### src/rtl/piso_serial_tx.sv
// piso_serial_tx: valid/ready parallel-in, serial-out frame transmitter
// (start, LSB-first data, optional parity, stop; each bit held CLKS_PER_BIT clocks).
module piso_serial_tx #(
   parameter int WIDTH        = 8,
   parameter int CLKS_PER_BIT = 4,
   parameter bit PARITY_EN    = 1'b0,
   parameter bit PARITY_ODD   = 1'b0
)(
   input  logic             clk,
   input  logic             rst,
   input  logic [WIDTH-1:0] in_data,
   input  logic             in_valid,
   output logic             in_ready,
   output logic             tx,
   output logic             busy,
   output logic             done
);
   localparam int CW = (CLKS_PER_BIT > 1) ? $clog2(CLKS_PER_BIT) : 1;
   localparam int IW = (WIDTH > 1) ? $clog2(WIDTH) : 1;

   typedef enum logic [2:0] {S_IDLE, S_START, S_DATA, S_PARITY, S_STOP} state_t;

   state_t           r_state, w_state_nxt;
   logic [CW-1:0]    r_cnt, w_cnt_nxt;
   logic [IW-1:0]    r_idx, w_idx_nxt;
   logic [WIDTH-1:0] r_sh;
   logic             r_par;
   logic             w_last, w_accept, w_tx_nxt, w_done_nxt;

   assign w_last   = r_cnt == CW'(CLKS_PER_BIT - 1);
   assign w_accept = in_valid && in_ready;

   always_comb begin
      w_state_nxt = r_state;
      w_cnt_nxt   = w_last ? '0 : r_cnt + 1'b1;
      w_idx_nxt   = r_idx;
      w_done_nxt  = 1'b0;
      case (r_state)
         S_IDLE: begin
            w_cnt_nxt = '0;
            w_idx_nxt = '0;
            if (w_accept) w_state_nxt = S_START;
         end
         S_START:  if (w_last) w_state_nxt = S_DATA;
         S_DATA: if (w_last) begin
            if (r_idx == IW'(WIDTH - 1)) w_state_nxt = PARITY_EN ? S_PARITY : S_STOP;
            else w_idx_nxt = r_idx + 1'b1;
         end
         S_PARITY: if (w_last) w_state_nxt = S_STOP;
         S_STOP: if (w_last) begin
            w_state_nxt = S_IDLE;
            w_done_nxt  = 1'b1;
         end
         default: w_state_nxt = S_IDLE;
      endcase
   end

   // outputs are registered from the next-state view so they line up with the state
   assign w_tx_nxt = (w_state_nxt == S_START)  ? 1'b0 :
                     (w_state_nxt == S_DATA)   ? r_sh[w_idx_nxt] :
                     (w_state_nxt == S_PARITY) ? r_par : 1'b1;

   always_ff @(posedge clk or negedge rst) begin
      if (!rst) begin
         r_state <= S_IDLE;
         r_cnt   <= '0;
         r_idx   <= '0;
      end else begin
         r_state <= w_state_nxt;
         r_cnt   <= w_cnt_nxt;
         r_idx   <= w_idx_nxt;
      end
   end

   always_ff @(posedge clk or negedge rst) begin
      if (!rst) begin
         r_sh  <= '0;
         r_par <= 1'b0;
      end else if (w_accept) begin
         r_sh  <= in_data;
         r_par <= (^in_data) ^ PARITY_ODD;
      end
   end

   always_ff @(posedge clk or negedge rst) begin
      if (!rst) begin
         tx       <= 1'b1;
         busy     <= 1'b0;
         in_ready <= 1'b1;
         done     <= 1'b0;
      end else begin
         tx       <= w_tx_nxt;
         busy     <= w_state_nxt != S_IDLE;
         in_ready <= w_state_nxt == S_IDLE;
         done     <= w_done_nxt;
      end
   end
endmodule

### config.mk
export PLATFORM = sky130hd
export DESIGN_NAME = piso_serial_tx
export DESIGN_NICKNAME = d
export VERILOG_FILES = /design/src/rtl/piso_serial_tx.sv
export SDC_FILE = /design/constraint.sdc
export NUM_CORES = 1
export LEC_CHECK = 0
export ABC_AREA = 0
export CAP_MARGIN = 20
export CORE_AREA = 4 4 53 55
export DETAILED_ROUTE_END_ITERATION = 10
export DIE_AREA = 0 0 57 59
export PLACE_DENSITY = 0.75
export SLEW_MARGIN = 20
export SYNTH_ARGS = -nofsm -noshare
export SYNTH_HDL_FRONTEND = slang
export SYNTH_SLANG_ARGS = --single-unit
### constraint.sdc
create_clock -name clk -period 2.8 [get_ports clk]
set_clock_uncertainty 0.15 [all_clocks]
set_input_delay 0.7 -clock clk [delete_from_list [all_inputs] [get_ports clk]]
set_output_delay 0.7 -clock clk [all_outputs]
set_load 0.05 [all_outputs]
## Word-level counts from Yosys, hierarchy flattened

Cells that the tools add are included.

- Bits in latches: 0
- Memories kept: 0
- Register bits: 21
- Memory bits (writable): 0
- Memory bits (read-only): 0
- Word-level logic and storage cells: 45

- $mul: 0
- Div/mod/pow operators: 0
- Mux-type cells: 19
- Reductions and logical operators: 5
- Shifts and indexed selects: 0
- Add/sub/neg operators: 2
- Eq/ne operators: 9
- Order comparisons: 1
- Bitwise gates (word level): 0

Operator list:

| kind | count |
|---|---|
| 3-bit 2-to-1 mux | 8 |
| 3-bit case mux with 5 select lines | 1 |
| 3-bit by 2-bit == test with 1-bit output, second input constant | 4 |
| 8-bit XOR reduction | 1 |
| 3-bit by 1-bit == test with 1-bit output, second input constant | 2 |
| 3-bit == test, second input constant | 2 |
| 3-bit logical NOT | 2 |
| 1-bit 2-to-1 mux | 6 |
| 3-bit case mux with 2 select lines | 1 |
| 3-bit by 4-bit < comparator with 1-bit output, second input constant | 1 |
| 2-bit 2-to-1 mux | 2 |
| 3-bit by 1-bit adder with 3-bit output, second input constant | 1 |
| 1-bit binary-select mux with 3-bit select | 1 |
| 3-bit nonzero test | 1 |
| 2-bit by 1-bit adder with 2-bit output, second input constant | 1 |
| 2-bit == test, second input constant | 1 |
| 1-bit logical AND | 1 |

## Longest topological paths before layout

Gate-level depths: netlist (run 1).

- Word-level depth: 8
- Mapped depth: 8
- Mapped depth without buffers: 8

## Worst setup path after synthesis (run 1)

No wires, ideal clock.

- Path type: register to register
- Start point: register r_idx[0]
- End point: register tx
- Data arrival time: 1.932 ns
- Buffers on the path: 0
- Slack: 0.630 ns
- Stages on the path, launching flop included: 9
- Period minus slack after synthesis: 2.170 ns
- Cells stage by stage: dfrtp_1 ha_1 a21bo_4 mux2i_1 nor2b_2 inv_2 a211o_1 a2111oi_2 o41ai_1

- Cells in the longest elaborated chain, start to end: 8
- Elaborated cells between the ends (all ways): 16
- Classes of those cells: add/sub: 1; eq/ne: 4; mux: 11

RTL lines:

| element | RTL line | RTL |
|---|---|---|
| start, declared | 25 | `logic [IW-1:0] r_idx, w_idx_nxt;` |
| start signal, assigned | 71 | `r_idx <= w_idx_nxt;` |
| 3-bit by 1-bit adder with 3-bit output or 3-bit == test (tied branches) | 47, 46 |  |
| 3-bit 2-to-1 mux * | 46 | `if (r_idx == IW'(WIDTH - 1)) w_state_nxt = PARITY_EN ? S_PARITY : S_STOP;` |
| 3-bit 2-to-1 mux * | 45 | `S_DATA: if (w_last) begin` |
| 3-bit case mux with 2 select lines * | 38 | `case (r_state)` |
| named net w_idx_nxt[1] | 25 |  |
| 1-bit binary-select mux with 3-bit select * | 60 | `(w_state_nxt == S_DATA) ? r_sh[w_idx_nxt] :` |
| 1-bit 2-to-1 mux (implied by the code) * | 60 |  |
| 1-bit 2-to-1 mux * | 60 |  |
| 1-bit 2-to-1 mux * | 59 | `assign w_tx_nxt = (w_state_nxt == S_START) ? 1'b0 :` |
| named net w_tx_nxt | 28 | `logic w_last, w_accept, w_tx_nxt, w_done_nxt;` |
| end signal, assigned | 92 | `tx <= w_tx_nxt;` |
| end, declared | 14 | `output logic tx,` |

The timed path passes the listed nets; every way through them passes the cells marked *. The select of a mux whose other input is x is not followed.
A chain may end at the register's enable or synchronous reset.

## Worst setup path in the final report (run 1)

- Start point: register in_ready
- End point: output port in_ready

RTL lines:

| element | RTL line | RTL |
|---|---|---|
| start, declared | 13 | `output logic in_ready,` |
| start signal, assigned | 89 | `in_ready <= 1'b1;` |
| start signal, assigned | 94 | `in_ready <= w_state_nxt == S_IDLE;` |

No word-level cell between the ends.

==> results_dict.tcl, run 1 <==
set metrics [dict create \
    cp_slowest_cell "clkdlybuf4s50_1" \
    wl_um 1900 \
    dieArea_um2 3360 \
    synth_warnings 0 \
    drt-initial-drc-count 12 \
    required_ns 1.95 \
    grt_pass1_wl_um 3150 \
    dieHeight_um 59 \
    worst-setup-path-type "flip-flop to output port" \
    clock-sinks 21 \
    clock.fmax_mhz 400 \
    dp_hpwl_um 1550 \
    wl_per_cell_um 13.6 \
    h-tree-depth 1 \
    worst-path-stages 1 \
    synth_most_common_cell "dfrtp_1" \
    grt_util_met2_pct 21.0 \
    synth_seq_cells 21 \
    firstDrtPassIters 4 \
    cts_tree "yes" \
    initial_core_util_pct 44.3 \
    rows 18 \
    cp-start-kind "flip-flop" \
    cap_violations 0 \
    dp.cells 136 \
    setup_viol 0 \
    grt_pass1_vias 721 \
    synth_ff_type "dfrtp_1" \
    rr_worst_depth 8 \
    synth_top_area_share_pct 45.0 \
    maxSlewHeadroom_pct 55.5 \
    overflow 0 \
    cp_max_fo 3 \
    num_vias 744 \
    yosysUniqueCellTypes 36 \
    die_w_um 57 \
    final.setup.tns_ns 0 \
    drc 0 \
    use_met1_pct 15.5 \
    worstPathCellList "clkdlybuf4s50_1" \
    grt_use_total_pct 12.3 \
    core_um2 2390 \
    critPathMaxStageDelay_ns 0.80 \
    min_period_over_period_pct 89.3 \
    synthesis.nets 107 \
    drive_gt1_share_pct 21.8 \
    area_growth_pct 18.7 \
    fin_nets 124 \
    worstMarginPinSlew_ns 0.665 \
    arrival_ns 1.65 \
    n_antenna_cell 0 \
    yosys-top-cells-count "19 x dfrtp_1, 8 x mux2_2, 7 x xnor2_1, 6 x nand2_1, 6 x nor2_1" \
    cellLeakagePower_nw 0.541 \
    fin_crit_ns 2.50 \
    rrSetupSlack_ns 0.43 \
    fin_ws_ns 0.299 \
    avgSynthCellArea_um2 11.2 \
    worst_ir_drop_vdd_mv 0.663 \
    endpoint_kind "output port" \
    seq_area_frac_synth_pct 49.9 \
    cts_resized 0 \
    ant_nets 0 \
    via_per_inst 5.31 \
    cts-buffers-inserted 3 \
    worst_skew_pair.late_latency_ns 0.30 \
    grt_max_degree 16 \
    io-pin-count 15 \
    portBuffers 14 \
    final_cell_count_no_fill 140 \
    grt_antenna_before_repair 0 \
    dp_slack_ns 0.445 \
    whs_ns 0.304 \
    yosys.area.top_type "dfrtp_1" \
    hold_path_class "flip-flop to flip-flop" \
    cts_root_buffer "clkbuf_4" \
    busiest_layer "met2" \
    gp_congestion 0.774 \
    cts.clk_slew.worst_paths_ns 0.11 \
    status "complete, no violations" \
    clock_path_buffers 2 \
    grt_util_met3_pct 2.40 \
    path_buf_inv 1 \
    critical-path-top-delay-family "buffers and inverters" \
    yosys-top-cells-area "dfrtp_1 45%, mux2_2 8.5%, xnor2_1 5.8%" \
    postCtsSetupBuffers 0 \
    synth_edf_count 0 \
    postSynthCellCount 94 \
    worstHoldPathCells 1 \
    cts_hold_buffers 0 \
    async_flop_share_pct 100 \
    slew_viol_final 0 \
    rsz0062_at_grt "false" \
    powerDensity_nw_per_um2 934 \
    syn_area_um2 1060 \
    hold_viol 0 \
]
-- cell families (layout without fill, tap and decap cells) --
family | count (synthesis) | count (layout) | synth area share [%]
XOR/XNOR | 7 | 7 | 5.80
buffers and inverters | 8 | 24 | 3.08
flip-flops | 21 | 21 | 49.9
multiplexers | 10 | 10 | 10.4
AO/OA/AOI/OAI | 18 | 18 | 13.3
AND/OR/NAND/NOR | 28 | 28 | 15.1
adder cells (fa/ha/maj) | 2 | 2 | 2.37
-- placed cells by master, fill, tap and decap left out, types with 3 or more instances in the layout --
cell	instances
clkbuf_4	3
xnor2_1	7
mux2_2	8
inv_2	4
dfrtp_1	19
nand2_1	6
clkdlybuf4s50_1	14
a21oi_1	4
or3_1	3
a211o_1	3
nor2_1	6
nor3_1	3
-- metal layers --
layer  wire length (µm)  part of all wire [%]
met1                832                    44
met2                944                    50
met3                 96                   5.1
met4                 25                   1.3
met5                  0                     0
-- flip-flops by register name (all words and copies together) (netlist names) --
register / flops
in_ready: 1
r_idx: 3
busy: 1
r_state: 3
r_sh: 8
r_par: 1
r_cnt: 2
done: 1
tx: 1
-- power breakdown --
part	internal [mW]	switching [mW]	total (mW)
clock network	0.0556	0.0888	0.144
logic	0.231	0.262	0.492
registers	0.435	0.0993	0.535
total	0.722	0.450	1.17
-- stage by stage --
step,total power [mW],util [%],cell area (µm²)
floorplan,0.906,-,1060
global placement,1.02,51.5,1230
detailed placement,1.04,51.5,1230
CTS,1.19,52.6,1250
global route,1.26,52.6,1250
finish,1.17,52.6,1250
-- area by class of cell --
type,count,area (µm²)
fill,236,1130
multi-input combinational,65,497
tap,30,37.5
timing repair buffer,15,148
clock buffer,4,26.3
inverter,5,18.8
sequential,21,528
-- final timing paths --
check	startpoint	to
min in group asynchronous	rst	r_idx[1]$_DFF_PN0_
worst max register to register	r_cnt[0]$_DFF_PN0_	tx$_DFF_PN1_
max in group asynchronous	rst	r_idx[2]$_DFF_PN0_
worst min register to register	r_cnt[0]$_DFF_PN0_	r_cnt[0]$_DFF_PN0_
worst max-delay path	in_ready$_DFF_PN1_	in_ready
worst min-delay path	r_cnt[0]$_DFF_PN0_	r_cnt[0]$_DFF_PN0_
No activity file was read; power rests on OpenSTA's default activity.
==> inputs of run 2 (changes only) <==
==> constraint.sdc (replaced) <==
create_clock -name clk -period 2.95 [get_ports clk]
set_clock_uncertainty 0.15 [all_clocks]
set_input_delay 0.7375 -clock clk [delete_from_list [all_inputs] [get_ports clk]]
set_output_delay 0.7375 -clock clk [all_outputs]
set_load 0.05 [all_outputs]
==> results_dict.tcl, run 2 (same netlist as run 1, synthesis figures left out) <==
set metrics [dict create \
    p_sw_uw 438 \
    critPathMaxStageDelay_ns 0.80 \
    hold_viol 0 \
    place_area_um2 1230 \
    worstPathCellList "clkdlybuf4s50_1" \
    worst_ir_drop_vdd_mv 0.572 \
    grt_antenna_before_repair 0 \
    worstMarginPinSlew_ns 0.494 \
    combPwrFrac_pct 41.8 \
    drt-initial-drc-count 7 \
    overflow 0 \
    cts_hold_buffers 0 \
    postCtsSetupBuffers 0 \
    powerDensity_nw_per_um2 892 \
    die_w_um 57 \
    cellLeakagePower_nw 0.544 \
    io-pin-count 15 \
    final.setup.tns_ns 0 \
    dieHeight_um 59 \
    fin_nets 124 \
    cts_tree "yes" \
    final_cell_count_no_fill 140 \
    rsz0062_at_grt "false" \
    grt_pass1_wl_um 3380 \
    wl_met2_um 930 \
    cts_root_buffer "clkbuf_4" \
    cp-start-kind "flip-flop" \
    cp_slowest_cell "clkdlybuf4s50_1" \
    seqPwrFrac_pct 45.5 \
    h-tree-depth 1 \
    cts-buffers-inserted 3 \
    fin_crit_ns 2.55 \
    via_per_inst 5.37 \
    switching_share_pct 39.1 \
    arrival_ns 1.66 \
    top_regs "r_sh: 8 flops, r_idx: 3 flops, r_state: 3 flops" \
    path_buf_inv 1 \
    initial_core_util_pct 44.3 \
    clock-sinks 21 \
    wl_met1_um 866 \
    n_antenna_cell 0 \
    ant_nets 0 \
    drive_gt1_share_pct 22.7 \
    area_growth_pct 18.8 \
    dp.cells 136 \
    regMostFlops "r_sh" \
    pwr-share-clk_pct 12.7 \
    final_cell_mix "19 x dfrtp_1, 14 x clkdlybuf4s50_1, 8 x mux2_2, 7 x xnor2_1" \
    worst_skew_pair.late_latency_ns 0.31 \
    firstDrtPassIters 3 \
    endpoint_kind "output port" \
    intPower_uw 683 \
    dieArea_um2 3360 \
    cp_max_fo 3 \
    largest_reg_flops 8 \
    status "complete, no violations" \
    num-fill-cells 234 \
    cts_resized 0 \
    min_period_over_period_pct 86.5 \
    core_um2 2390 \
    clock.fmax_mhz 392 \
    dp_hpwl_um 1540 \
    required_ns 2.06 \
    critical-path-top-delay-family "buffers and inverters" \
    setup_viol 0 \
    maxSlewHeadroom_pct 66.9 \
    grt_max_degree 22 \
    grt_use_total_pct 12.9 \
    wl_um 1900 \
    clock_path_buffers 2 \
    worst-setup-path-type "flip-flop to output port" \
    wl_per_cell_um 13.6 \
    portBuffers 14 \
    grt_pass1_vias 753 \
    routed.top_layer "met4" \
    cap_violations 0 \
    gp_congestion 0.756 \
    rows 18 \
    wl_met3_um 84 \
    hold_path_class "flip-flop to flip-flop" \
    drc 0 \
    layout_commonest_cell "dfrtp_1" \
    cts.clk_slew.worst_paths_ns 0.12 \
    num_vias 752 \
    final_area_um2 1260 \
    slew_viol_final 0 \
]
## run 2: cell types whose count changed in the layout (fill, tap and decap cells not counted)
cell	delta
clkbuf_1	-1
clkinv_2	+1
## run 2: worst paths after layout
kind / startpoint / end / slack [ns] / cells past startpoint
hold reg to reg: r_cnt[0]$_DFF_PN0_ / r_cnt[0]$_DFF_PN0_ / 0.31 / 1
max in group asynchronous: rst / tx$_DFF_PN1_ / 1.78 / 2
setup reg to reg: r_cnt[0]$_DFF_PN0_ / tx$_DFF_PN1_ / 0.61 / 8
hold / removal: r_cnt[0]$_DFF_PN0_ / r_cnt[0]$_DFF_PN0_ / 0.31 / 1
min in group asynchronous: rst / done$_DFF_PN0_ / 0.60 / 2
setup / recovery: in_ready$_DFF_PN1_ / in_ready / 0.40 / 1
## run 2: layout make-up
cell class                 count  area [µm²]  area share [%]
timing repair buffer          15         148            11.8
sequential                    21         528            42.0
clock inverter                 1        5.00           0.398
clock buffer                   3        22.5            1.79
tap                           30        37.5            2.99
inverter                       5        18.8            1.49
multi-input combinational     65         497            39.5
## run 2: routing by layer
layer / GRT usage, % / up-vias
met4: 3.97 / 0
met5: 0 / -
li1: - / 369
met3: 2.40 / 2
met2: 22.7 / 13
met1: 16.3 / 368
## run 2: through the flow
step,util (%),power [mW],setup WS [ns],hold WS (ns)
4_1_cts,52.6,1.13,0.387,0.314
6_report,52.6,1.12,0.398,0.309
3_5_place_dp,51.5,0.994,0.625,0.294
5_1_grt,52.6,1.20,0.364,0.315
2_1_floorplan,-,0.860,0.780,0.265
3_3_place_gp,51.5,0.972,0.705,0.277
## run 2: power by group through the flow
| stage | Combinational, mW | Clock [mW] | Sequential [mW] |
|---|---|---|---|
| after floorplan | 0.324 | 0 | 0.536 |
| after global placement | 0.462 | 0 | 0.510 |
| after detailed placement | 0.477 | 0 | 0.517 |
| after CTS | 0.477 | 0.145 | 0.510 |
| after global routing | 0.521 | 0.156 | 0.527 |
| final | 0.469 | 0.142 | 0.509 |
==> inputs of run 3 (changes only) <==
--- a/config.mk
+++ b/config.mk
@@ -7,10 +7,12 @@
 export LEC_CHECK = 0
 export ABC_AREA = 0
 export CAP_MARGIN = 20
-export CORE_AREA = 4 4 53 55
+export CELL_PAD_IN_SITES_DETAIL_PLACEMENT = 1
+export CELL_PAD_IN_SITES_GLOBAL_PLACEMENT = 2
+export CORE_AREA = 4 4 59 61
 export DETAILED_ROUTE_END_ITERATION = 10
-export DIE_AREA = 0 0 57 59
-export PLACE_DENSITY = 0.75
+export DIE_AREA = 0 0 63 65
+export PLACE_DENSITY = 0.86
 export SLEW_MARGIN = 20
 export SYNTH_ARGS = -nofsm -noshare
 export SYNTH_HDL_FRONTEND = slang
==> results_dict.tcl, run 3 (same netlist as run 1, synthesis figures left out) <==
set metrics [dict create \
    final_cell_mix "19 x dfrtp_1, 14 x clkdlybuf4s50_1, 8 x mux2_2, 7 x xnor2_1" \
    drive_gt1_share_pct 22.7 \
    clock.fmax_mhz 393 \
    grt_pass1_vias 842 \
    top_regs "r_sh: 8 flops, r_idx: 3 flops, r_state: 3 flops" \
    core_um2 2980 \
    cts_resized 0 \
    dp_hpwl_um 1730 \
    dp.cells 139 \
    path_buf_inv 1 \
    dieHeight_um 65 \
    drt-initial-drc-count 25 \
    wl_per_cell_um 15.2 \
    rrSetupSlack_ns 0.55 \
    status "complete, no violations" \
    postCtsSetupBuffers 0 \
    cellLeakagePower_nw 0.544 \
    clock_path_buffers 2 \
    rows 20 \
    hold_path_class "flip-flop to flip-flop" \
    die_w_um 63 \
    cp_slowest_cell "clkdlybuf4s50_1" \
    critical-path-top-delay-family "buffers and inverters" \
    grt_max_degree 22 \
    powerDensity_nw_per_um2 897 \
    rr_worst_depth 7 \
    largest_reg_flops 8 \
    worst_ir_drop_vdd_mv 0.440 \
    hold_viol 0 \
    cp_max_fo 3 \
    grt_pass1_wl_um 4020 \
    io-pin-count 15 \
    cts_tree "yes" \
    wl_um 2170 \
    p_total_mw 1.13 \
    fin_ws_ns 0.405 \
    final.setup.tns_ns 0 \
    portBuffers 14 \
    gp_congestion 0.719 \
    final_cell_count_no_fill 143 \
    endpoint_kind "output port" \
    critPathMaxStageDelay_ns 0.80 \
    arrival_ns 1.66 \
    via_per_inst 5.41 \
    clock-sinks 21 \
    worst-path-stages 1 \
    dp_slack_ns 0.572 \
    regMostFlops "r_sh" \
    worstPathCellList "clkdlybuf4s50_1" \
    grt_use_total_pct 12.6 \
    fin_crit_ns 2.54 \
    layout_commonest_cell "dfrtp_1" \
    overflow 0 \
    ant_nets 0 \
    cp-start-kind "flip-flop" \
    cts_root_buffer "clkbuf_4" \
    fin_nets 124 \
    cts.clk_slew.worst_paths_ns 0.12 \
    n_antenna_cell 0 \
    dieArea_um2 4100 \
    initial_core_util_pct 35.5 \
    rsz0062_at_grt "false" \
    cts_hold_buffers 0 \
    grt_antenna_before_repair 0 \
    required_ns 2.06 \
    setup_viol 0 \
    worstHoldPathCells 1 \
    worstMarginPinSlew_ns 0.494 \
    firstDrtPassIters 3 \
    area_growth_pct 19.2 \
    worst-setup-path-type "flip-flop to output port" \
    cap_violations 0 \
    num_vias 774 \
    h-tree-depth 1 \
    drc 0 \
    worst_skew_pair.late_latency_ns 0.31 \
    maxSlewHeadroom_pct 67.0 \
    min_period_over_period_pct 86.3 \
    slew_viol_final 0 \
    cts-buffers-inserted 3 \
]
==> run 3: path summary, 6_finish.rpt <==
kind	end	start
max in group asynchronous	in_ready$_DFF_PN1_	rst
min in group asynchronous	r_cnt[0]$_DFF_PN0_	rst
worst max-delay path	in_ready	in_ready$_DFF_PN1_
worst max register to register	tx$_DFF_PN1_	r_cnt[0]$_DFF_PN0_
worst min register to register	r_cnt[0]$_DFF_PN0_	r_cnt[0]$_DFF_PN0_
worst min-delay path	r_cnt[0]$_DFF_PN0_	r_cnt[0]$_DFF_PN0_
==> run 3: power breakdown <==
part | switching, mW | internal, mW
combinational | 0.259 | 0.220
sequential | 0.0964 | 0.413
clock | 0.0911 | 0.0506
==> run 3: final cells by class <==
| cell class | instances | area [µm²] |
|---|---|---|
| Clock inverter | 1 | 5.00 |
| Tap cell | 33 | 41.3 |
| Multi-Input combinational cell | 65 | 497 |
| Timing Repair Buffer | 15 | 148 |
| Sequential cell | 21 | 528 |
| Fill cell | 338 | 1720 |
| Inverter | 5 | 18.8 |
| Clock buffer | 3 | 22.5 |
==> run 3: per-stage QoR <==
step           utilization [%]  instance area [µm²]  hold slack (ns)
6_report                  42.3                 1260            0.302
4_1_cts                   42.3                 1260            0.306
3_3_place_gp              41.4                 1230            0.277
2_1_floorplan                -                 1060            0.265
5_1_grt                   42.3                 1260            0.342
3_5_place_dp              41.4                 1230            0.289
==> run 3: layer usage <==
metal	wire length, µm	track usage [%]	share of wire [%]
met5	0	0	0
met4	25	4.13	1.2
met3	58	2.77	2.7
met2	1150	21.5	53
met1	941	15.8	43
